<file path="config.mk">
export PLATFORM = sky130hd
export DESIGN_NAME = lsu_mc
export DESIGN_NICKNAME = d
export VERILOG_FILES = /design/src/rtl/lsu_mc.sv
export SDC_FILE = /design/constraint.sdc
export NUM_CORES = 1
export LEC_CHECK = 0
export BUFFER_PORTS_ARGS = -buffer_cell sky130_fd_sc_hd__buf_2
export CAP_MARGIN = 30
export CORE_UTILIZATION = 44
export CTS_CLUSTER_SIZE = 40
export DETAILED_ROUTE_END_ITERATION = 8
export PLACE_DENSITY = 0.72
export SLEW_MARGIN = 15
export SYNTH_ARGS = -nofsm -noshare
export SYNTH_HDL_FRONTEND = slang
export SYNTH_SLANG_ARGS = --single-unit
</file>
<file path="constraint.sdc">
create_clock -name clk -period 2.6 [get_ports clk]
set_input_delay 0.78 -clock clk [delete_from_list [all_inputs] [get_ports clk]]
set_output_delay 0.78 -clock clk [all_outputs]
set_load 0.05 [all_outputs]
</file>
<file path="src/rtl/lsu_mc.sv">
// Multi-cycle LA32R load/store unit: request/acknowledge memory handshake with lane steering,
// load extension, and misalignment / bus-timeout error reporting.
module lsu_mc #(
  parameter int ADDR_W  = 16,
  parameter int MAX_LAT = 15
) (
  input  logic              clk,
  input  logic              rst_n,
  input  logic              req_valid,
  output logic              req_ready,
  input  logic              req_we,
  input  logic [1:0]        req_size,
  input  logic              req_unsigned,
  input  logic [ADDR_W-1:0] req_addr,
  input  logic [31:0]       req_wdata,
  input  logic [4:0]        req_rd,
  output logic              rsp_valid,
  output logic [4:0]        rsp_rd,
  output logic [31:0]       rsp_rdata,
  output logic [1:0]        rsp_err,
  output logic              mem_req,
  output logic              mem_we,
  output logic [3:0]        mem_wstrb,
  output logic [ADDR_W-3:0] mem_addr,
  output logic [31:0]       mem_wdata,
  input  logic              mem_ack,
  input  logic [31:0]       mem_rdata,
  output logic [1:0]        dbg_state
);

  // Handshake: a request transfers on a clock edge where req_valid && req_ready;
  // req_ready is high only in IDLE. rsp_valid is a single-cycle pulse with no back-pressure.
  localparam int CW = $clog2(MAX_LAT + 1);
  localparam logic [CW-1:0] LAST_CNT = CW'(MAX_LAT - 1);

  typedef enum logic [1:0] {
    S_IDLE = 2'd0,
    S_WAIT = 2'd1,
    S_DONE = 2'd2
  } state_t;

  state_t        r_state;
  logic [CW-1:0] r_cnt;
  logic          r_we;
  logic          r_unsigned;
  logic [1:0]    r_size;
  logic [1:0]    r_lane;
  logic [4:0]    r_rd;

  logic          w_misaligned;
  logic [31:0]   w_wdata;
  logic [3:0]    w_wstrb;
  logic [7:0]    w_byte;
  logic [15:0]   w_half;
  logic [31:0]   w_ldata;

  assign req_ready = (r_state == S_IDLE);
  assign dbg_state = r_state;

  assign w_misaligned = (req_size == 2'd3) ||
                        (req_size == 2'd2 && req_addr[1:0] != 2'b00) ||
                        (req_size == 2'd1 && req_addr[0]);

  always_comb begin
    w_wdata = req_wdata;
    w_wstrb = 4'b1111;
    case (req_size)
      2'd0: begin
        w_wdata = {4{req_wdata[7:0]}};
        w_wstrb = 4'b0001 << req_addr[1:0];
      end
      2'd1: begin
        w_wdata = {2{req_wdata[15:0]}};
        w_wstrb = req_addr[1] ? 4'b1100 : 4'b0011;
      end
      default: ;
    endcase
  end

  // Load extraction uses the lane/size captured at accept, since req_* may change during WAIT.
  always_comb begin
    w_byte = mem_rdata[7:0];
    case (r_lane)
      2'd1:    w_byte = mem_rdata[15:8];
      2'd2:    w_byte = mem_rdata[23:16];
      2'd3:    w_byte = mem_rdata[31:24];
      default: ;
    endcase
    w_half = r_lane[1] ? mem_rdata[31:16] : mem_rdata[15:0];
    case (r_size)
      2'd0:    w_ldata = {{24{w_byte[7] & ~r_unsigned}}, w_byte};
      2'd1:    w_ldata = {{16{w_half[15] & ~r_unsigned}}, w_half};
      default: w_ldata = mem_rdata;
    endcase
  end

  always_ff @(posedge clk or negedge rst_n) begin
    if (!rst_n) begin
      r_state    <= S_IDLE;
      r_cnt      <= '0;
      r_we       <= 1'b0;
      r_unsigned <= 1'b0;
      r_size     <= 2'd0;
      r_lane     <= 2'd0;
      r_rd       <= 5'd0;
      mem_req    <= 1'b0;
      mem_we     <= 1'b0;
      mem_wstrb  <= 4'b0000;
      mem_addr   <= '0;
      mem_wdata  <= 32'd0;
      rsp_valid  <= 1'b0;
      rsp_rd     <= 5'd0;
      rsp_rdata  <= 32'd0;
      rsp_err    <= 2'b00;
    end else begin
      case (r_state)
        S_IDLE: begin
          if (req_valid) begin
            r_we       <= req_we;
            r_unsigned <= req_unsigned;
            r_size     <= req_size;
            r_lane     <= req_addr[1:0];
            r_rd       <= req_rd;
            if (w_misaligned) begin
              r_state   <= S_DONE;
              rsp_valid <= 1'b1;
              rsp_err   <= 2'b01;
              rsp_rdata <= 32'd0;
              rsp_rd    <= req_we ? 5'd0 : req_rd;
            end else begin
              r_state   <= S_WAIT;
              r_cnt     <= '0;
              mem_req   <= 1'b1;
              mem_we    <= req_we;
              mem_wstrb <= req_we ? w_wstrb : 4'b0000;
              mem_addr  <= req_addr[ADDR_W-1:2];
              mem_wdata <= req_we ? w_wdata : 32'd0;
            end
          end
        end
        S_WAIT: begin
          // An ack arriving on the final allowed cycle takes priority over the timeout.
          if (mem_ack) begin
            r_state   <= S_DONE;
            mem_req   <= 1'b0;
            rsp_valid <= 1'b1;
            rsp_err   <= 2'b00;
            rsp_rdata <= r_we ? 32'd0 : w_ldata;
            rsp_rd    <= r_we ? 5'd0 : r_rd;
          end else if (r_cnt == LAST_CNT) begin
            r_state   <= S_DONE;
            mem_req   <= 1'b0;
            rsp_valid <= 1'b1;
            rsp_err   <= 2'b10;
            rsp_rdata <= 32'd0;
            rsp_rd    <= r_we ? 5'd0 : r_rd;
          end else begin
            r_cnt <= r_cnt + 1'b1;
          end
        end
        S_DONE: begin
          rsp_valid <= 1'b0;
          r_state   <= S_IDLE;
        end
        default: r_state <= S_IDLE;
      endcase
    end
  end

endmodule

</file>
Word level (Yosys, flattened, before mapping)
Cells that the tools add are included.

word-level totals
  register bits = 109
  bits of input ports = 93
  output and inout bits = 95
  logic and storage cells = 100

cells by class
  $add $sub $neg = 1
  equality and inequality tests = 16
  shift operators = 1
  muxes and demuxes = 45
  bitwise logic cells = 4
  reduce and logical (&&, ||, !) cells = 17

operator list
  cell                   count
  $mux W32               6
  $pmux W32 S2           3
  $mux W5                6
  $mux W4                6
  $pmux W8 S3            1
  $mux W16               1
  $pmux W4 S2            2
  $mux W2                7
  $reduce_and A4 Y1      3
  $eq A2 B2 Y1 const B   5
  $pmux W5 S2            1
  $eq A2 B1 Y1 const B   4
  $mux W1                8
  $ne A2 B2 Y1 const B   4
  $pmux W2 S2            2
  $logic_not A2 Y1       3
  $reduce_and A5 Y1      1
  $add A4 B1 Y4 const B  1
  $eq A4 B4 Y1 const B   1
  $reduce_and A2 Y1      2
  $reduce_bool A2 Y1     2
  $shl A1 B2 Y4 const A  1
  $ne A3 B3 Y1 const B   1
  $pmux W1 S3            1
  8 further kinds        12

Longest topological paths before layout
  word-level depth = 7
  depth in mapped cells = 8
  gate-level depth less buffers = 6

Worst setup path after synthesis
OpenSTA, ideal clock, no wires.

  path type = register -> output
  from = reg r_state[1] (netlist: dbg_state[1])
  to = out req_ready
  data arrival time = 1.403 ns
  path slack = 0.417 ns
  stages on the path, launching flop included = 2
  path buffers = 0
  cells stage by stage = dfrtp_1 -> nor2_1

between the ends
  cells in the longest elaborated chain, start to end = 1

ends and longest elaborated chain
  what                    line  RTL
  start, declared         42    state_t r_state;
  start signal, assigned  99    r_state <= S_IDLE;
  start signal, assigned  125   r_state <= S_DONE;
  start signal, assigned  131   r_state <= S_WAIT;
  $logic_not A2 Y1        57    assign req_ready = (r_state == S_IDLE);
  end, declared           10    output logic req_ready,

No other way between the ends.

Worst setup path after layout
  from = reg r_cnt[0]
  to = reg rsp_rdata[26]

between the ends
  cells in the longest elaborated chain, start to end = 3

ends and longest elaborated chain
  what                                line  RTL
  start, declared                     43    logic [CW-1:0] r_cnt;
  start signal, assigned              158   r_cnt <= r_cnt + 1'b1;
  $eq A4 B4 Y1                        150   end else if (r_cnt == LAST_CNT) begin
  $ne A3 B3 Y1 (no source line)       n/a
  $reduce_and A4 Y1 (no source line)  n/a
  end signal, assigned                148   rsp_rdata <= r_we ? 32'd0 : w_ldata;
  end, declared                       19    output logic [31:0] rsp_rdata,

No other way between the ends.
A chain may end at the register's enable or synchronous reset.

==> flow_summary_export.csv <==
group,metric,value,unit
run_status,status,"finished, violations left",
run_status,failed_checks,"DRC",
yosys,ys_types,42,
finish,drive_gt1_share,42.65,%
finish,fillCellCount,985,
timing,finalHoldViolations,0,
die,dieArea,12320,sq um
timing,rsz0062_at_grt,"no",
yosys,ys_seq_area_share,52.18,%
yosys,async_flop_share,100.0,%
finish,diodes,0,
global_route,first_global_vias,4372,
die,fp.dieW,111,um
place,io_buffers,187,
timing,period_minus_slack,2.070,ns
cts,cts_made_buffers,9,
cts,cts_resized,0,
yosys,syn_inst,448,
timing,setup-violations-final,0,
worst_setup_path,worst-path-max-fanout,32,
finish,nets,723,
timing,max_freq,0.4831,GHz
yosys,yosys_warnings,0,
worst_setup_path,critPathCaptureType,"flip-flop",
global_route,grt_max_degree,45,
timing,fin_setup_tns,0,ns
cts,cts_max_path_buffers,2,
cts,h-tree-depth,3,
yosys,synth_area_leaders,"dfrtp_1, mux2_2, mux2i_1, a221o_1, mux4_2",
worst_setup_path,ff2ff_path_depth,7,
route,drt_iter0_drc,286,
route,drc_errors,26,
yosys,post_synth_instance_area,5228,sq um
route,wirelength,13440,um
place,post-dp-hpwl,9763,um
route,drt_first_pass_iters,7,
global_route,grt_pass1_wl,22420,um
route,wl_per_cell,17.32,um
die,dieHeight,111,um
yosys,synth_edf_count,0,
yosys,avgSynthCellArea,11.67,sq um
worst_setup_path,critPathSlowestCell,"dfrtp_1",
timing,min_period_over_period,79.61,%
worst_setup_path,critPathKind,"reg2reg",
yosys,synth-main-ff-cell,"dfrtp_1",
global_route,grt_use_total,22.99,%
global_route,grt-ovfl-total,0,
cts,ctsHoldBuffers,0,
route,viasPerCell,5.522,
timing,worst_pin_slew,0.6930,ns
worst_setup_path,r2r-end,"rsp_rdata[26]",
die,fp-row-count,39,
die,initial_core_util,45.39,%
cts,clkLatencyLatePin,0.36,ns
run,cap_violations,0,
power_and_ir_drop,ir_drop,0.5280,mV
cts,post_cts_buffers,0,
timing,slew_headroom,53.65,%
route,dr_total_vias,4285,
worst_setup_path,critPathLaunchType,"flip-flop",
yosys,synth_seq_cells,109,
cts,cts-root-buf,"clkbuf_16",
cts,cts_sinks,109,
die,core_area,11520,sq um
cts,cts_tree,"yes",
timing,fin_worst_skew,0.008199,ns
worst_setup_path,cp.required,2.89,ns
yosys,synth_top_area_cell,"dfrtp_1",
power_and_ir_drop,totalPowerFinal,7.443,mW
global_route,antenna_found_initial,0,
worst_setup_path,r2r_slack,0.53,ns
place,gp_congestion,0.8308,
worst_setup_path,worst_ep_arrival_time,2.36,ns
worst_setup_path,slowest_delay,0.41,ns
route,ant_nets,0,
yosys,synth.net_count,543,
worst_setup_path,timing.rr.start,"r_cnt[0]",
yosys,synth.most_common_cell,"dfrtp_1",
power_and_ir_drop,p_leak,3.486,nW
yosys,synth_top_area_share,52.18,%
finish,syn2layout_area_growth,27.21,%
yosys,ys_top_cells_by_count,"dfrtp_1, nand2_1, mux2_2, mux2i_1, inv_1",
worst_setup_path,path_cells,"inv_1 -> ha_1 -> a31oi_1 -> nand2b_2 -> a21boi_4 -> buf_12 -> a221o_1",
timing,drv_slew,0,
power_and_ir_drop,power.density,1119,nW/um^2
cts,clkTransAtPathRegs,0.07,ns
die,pin_count,188,
min_path,min_path_type,"in2async",
==> power breakdown <==
| part | switching [mW] | internal, mW |
|---|---|---|
| Clock | 0.639 | 0.873 |
| Sequential | 0.346 | 2.20 |
| Combinational | 2.42 | 0.961 |
==> per-layer routing <==
| metal | part of all wire [%] | up-vias | global-route usage, % |
|---|---|---|---|
| li1 | - | 2000 | - |
| met2 | 48 | 173 | 36.44 |
| met4 | 1.6 | 0 | 9.863 |
| met5 | 0 | - | 0 |
| met3 | 6.6 | 14 | 5.303 |
| met1 | 44 | 2098 | 30.28 |
==> logic make-up after synthesis <==
group | count (synthesis) | synth area share, %
adders and majority gates | 2 | 0.4786
buffers and inverters | 54 | 5.146
AOI/OAI and AO/OA | 125 | 17.66
muxes | 70 | 16.18
and+or+nand+nor | 87 | 8.186
xor gates and xnor gates | 1 | 0.1676
DFF | 109 | 52.18
==> layout make-up <==
| type | count | area, sq um | area share, % |
|---|---|---|---|
| clock buffer | 11 | 242.7 | 3.650 |
| clock inverter | 5 | 83.83 | 1.261 |
| inverter | 21 | 78.83 | 1.185 |
| multi-input combinational | 285 | 2250 | 33.83 |
| sequential | 109 | 2728 | 41.02 |
| tap | 143 | 178.9 | 2.691 |
| timing repair buffer | 202 | 1089 | 16.37 |
==> critical path: cells and delay by family, from the launching register on <==
kind / cells / cell delay (ns)
AOI/OAI and AO/OA: 3 / 0.86
and+or+nand+nor: 1 / 0.23
adders and majority gates: 1 / 0.19
DFF: 1 / 0.41
buffers and inverters: 2 / 0.30
==> cells in the final DEF, fill, tap and decap left out, types with 9 or more instances in the layout <==
cell / count
a221o_1: 20
o21ai_0: 15
dfrtp_1: 109
buf_2: 186
clkbuf_16: 9
mux2i_1: 26
o21ai_1: 19
a21o_1: 9
nor3_1: 9
buf_4: 13
mux2_2: 31
a22o_1: 15
nor2_1: 16
nand2_1: 42
inv_1: 21
a21oi_1: 13
==> worst max-delay path by stage <==
stage | slack, ns | endpoint | startpoint
floorplan | 0.42 | req_ready | dbg_state[1]
global placement | 0.30 | rsp_rd[2] | req_size[0]
detailed placement | 0.27 | rsp_rdata[23] | req_size[0]
CTS | 0.53 | req_ready | dbg_state[1]
global route | 0.30 | rsp_rdata[20] | r_cnt[0]
finish | 0.53 | rsp_rdata[26] | r_cnt[0]
==> state kept, by name, summed over array words and instances, names as in the netlist <==
signal	count
dbg_state	2
mem_wdata	32
mem_req	1
r_cnt	4
rsp_rdata	32
rsp_err	2
rsp_valid	1
rsp_rd	5
mem_we	1
r_we	1
mem_addr	14
r_unsigned	1
r_lane	2
mem_wstrb	4
r_size	2
r_rd	5
==> metrics by stage <==
stage	instances	util, %	hold slack [ns]	cell area (sq um)	setup WS (ns)
floorplan	448	-	0.4707	5228	0.4169
CTS	776	57.75	0.3137	6650	0.5310
finish	776	57.75	0.3128	6650	0.5302
detailed placement	760	54.91	0.4652	6324	0.2675
global route	776	57.75	0.3303	6650	0.3032
global placement	760	54.91	0.4576	6324	0.2970
(Power assumes the default switching activity.)
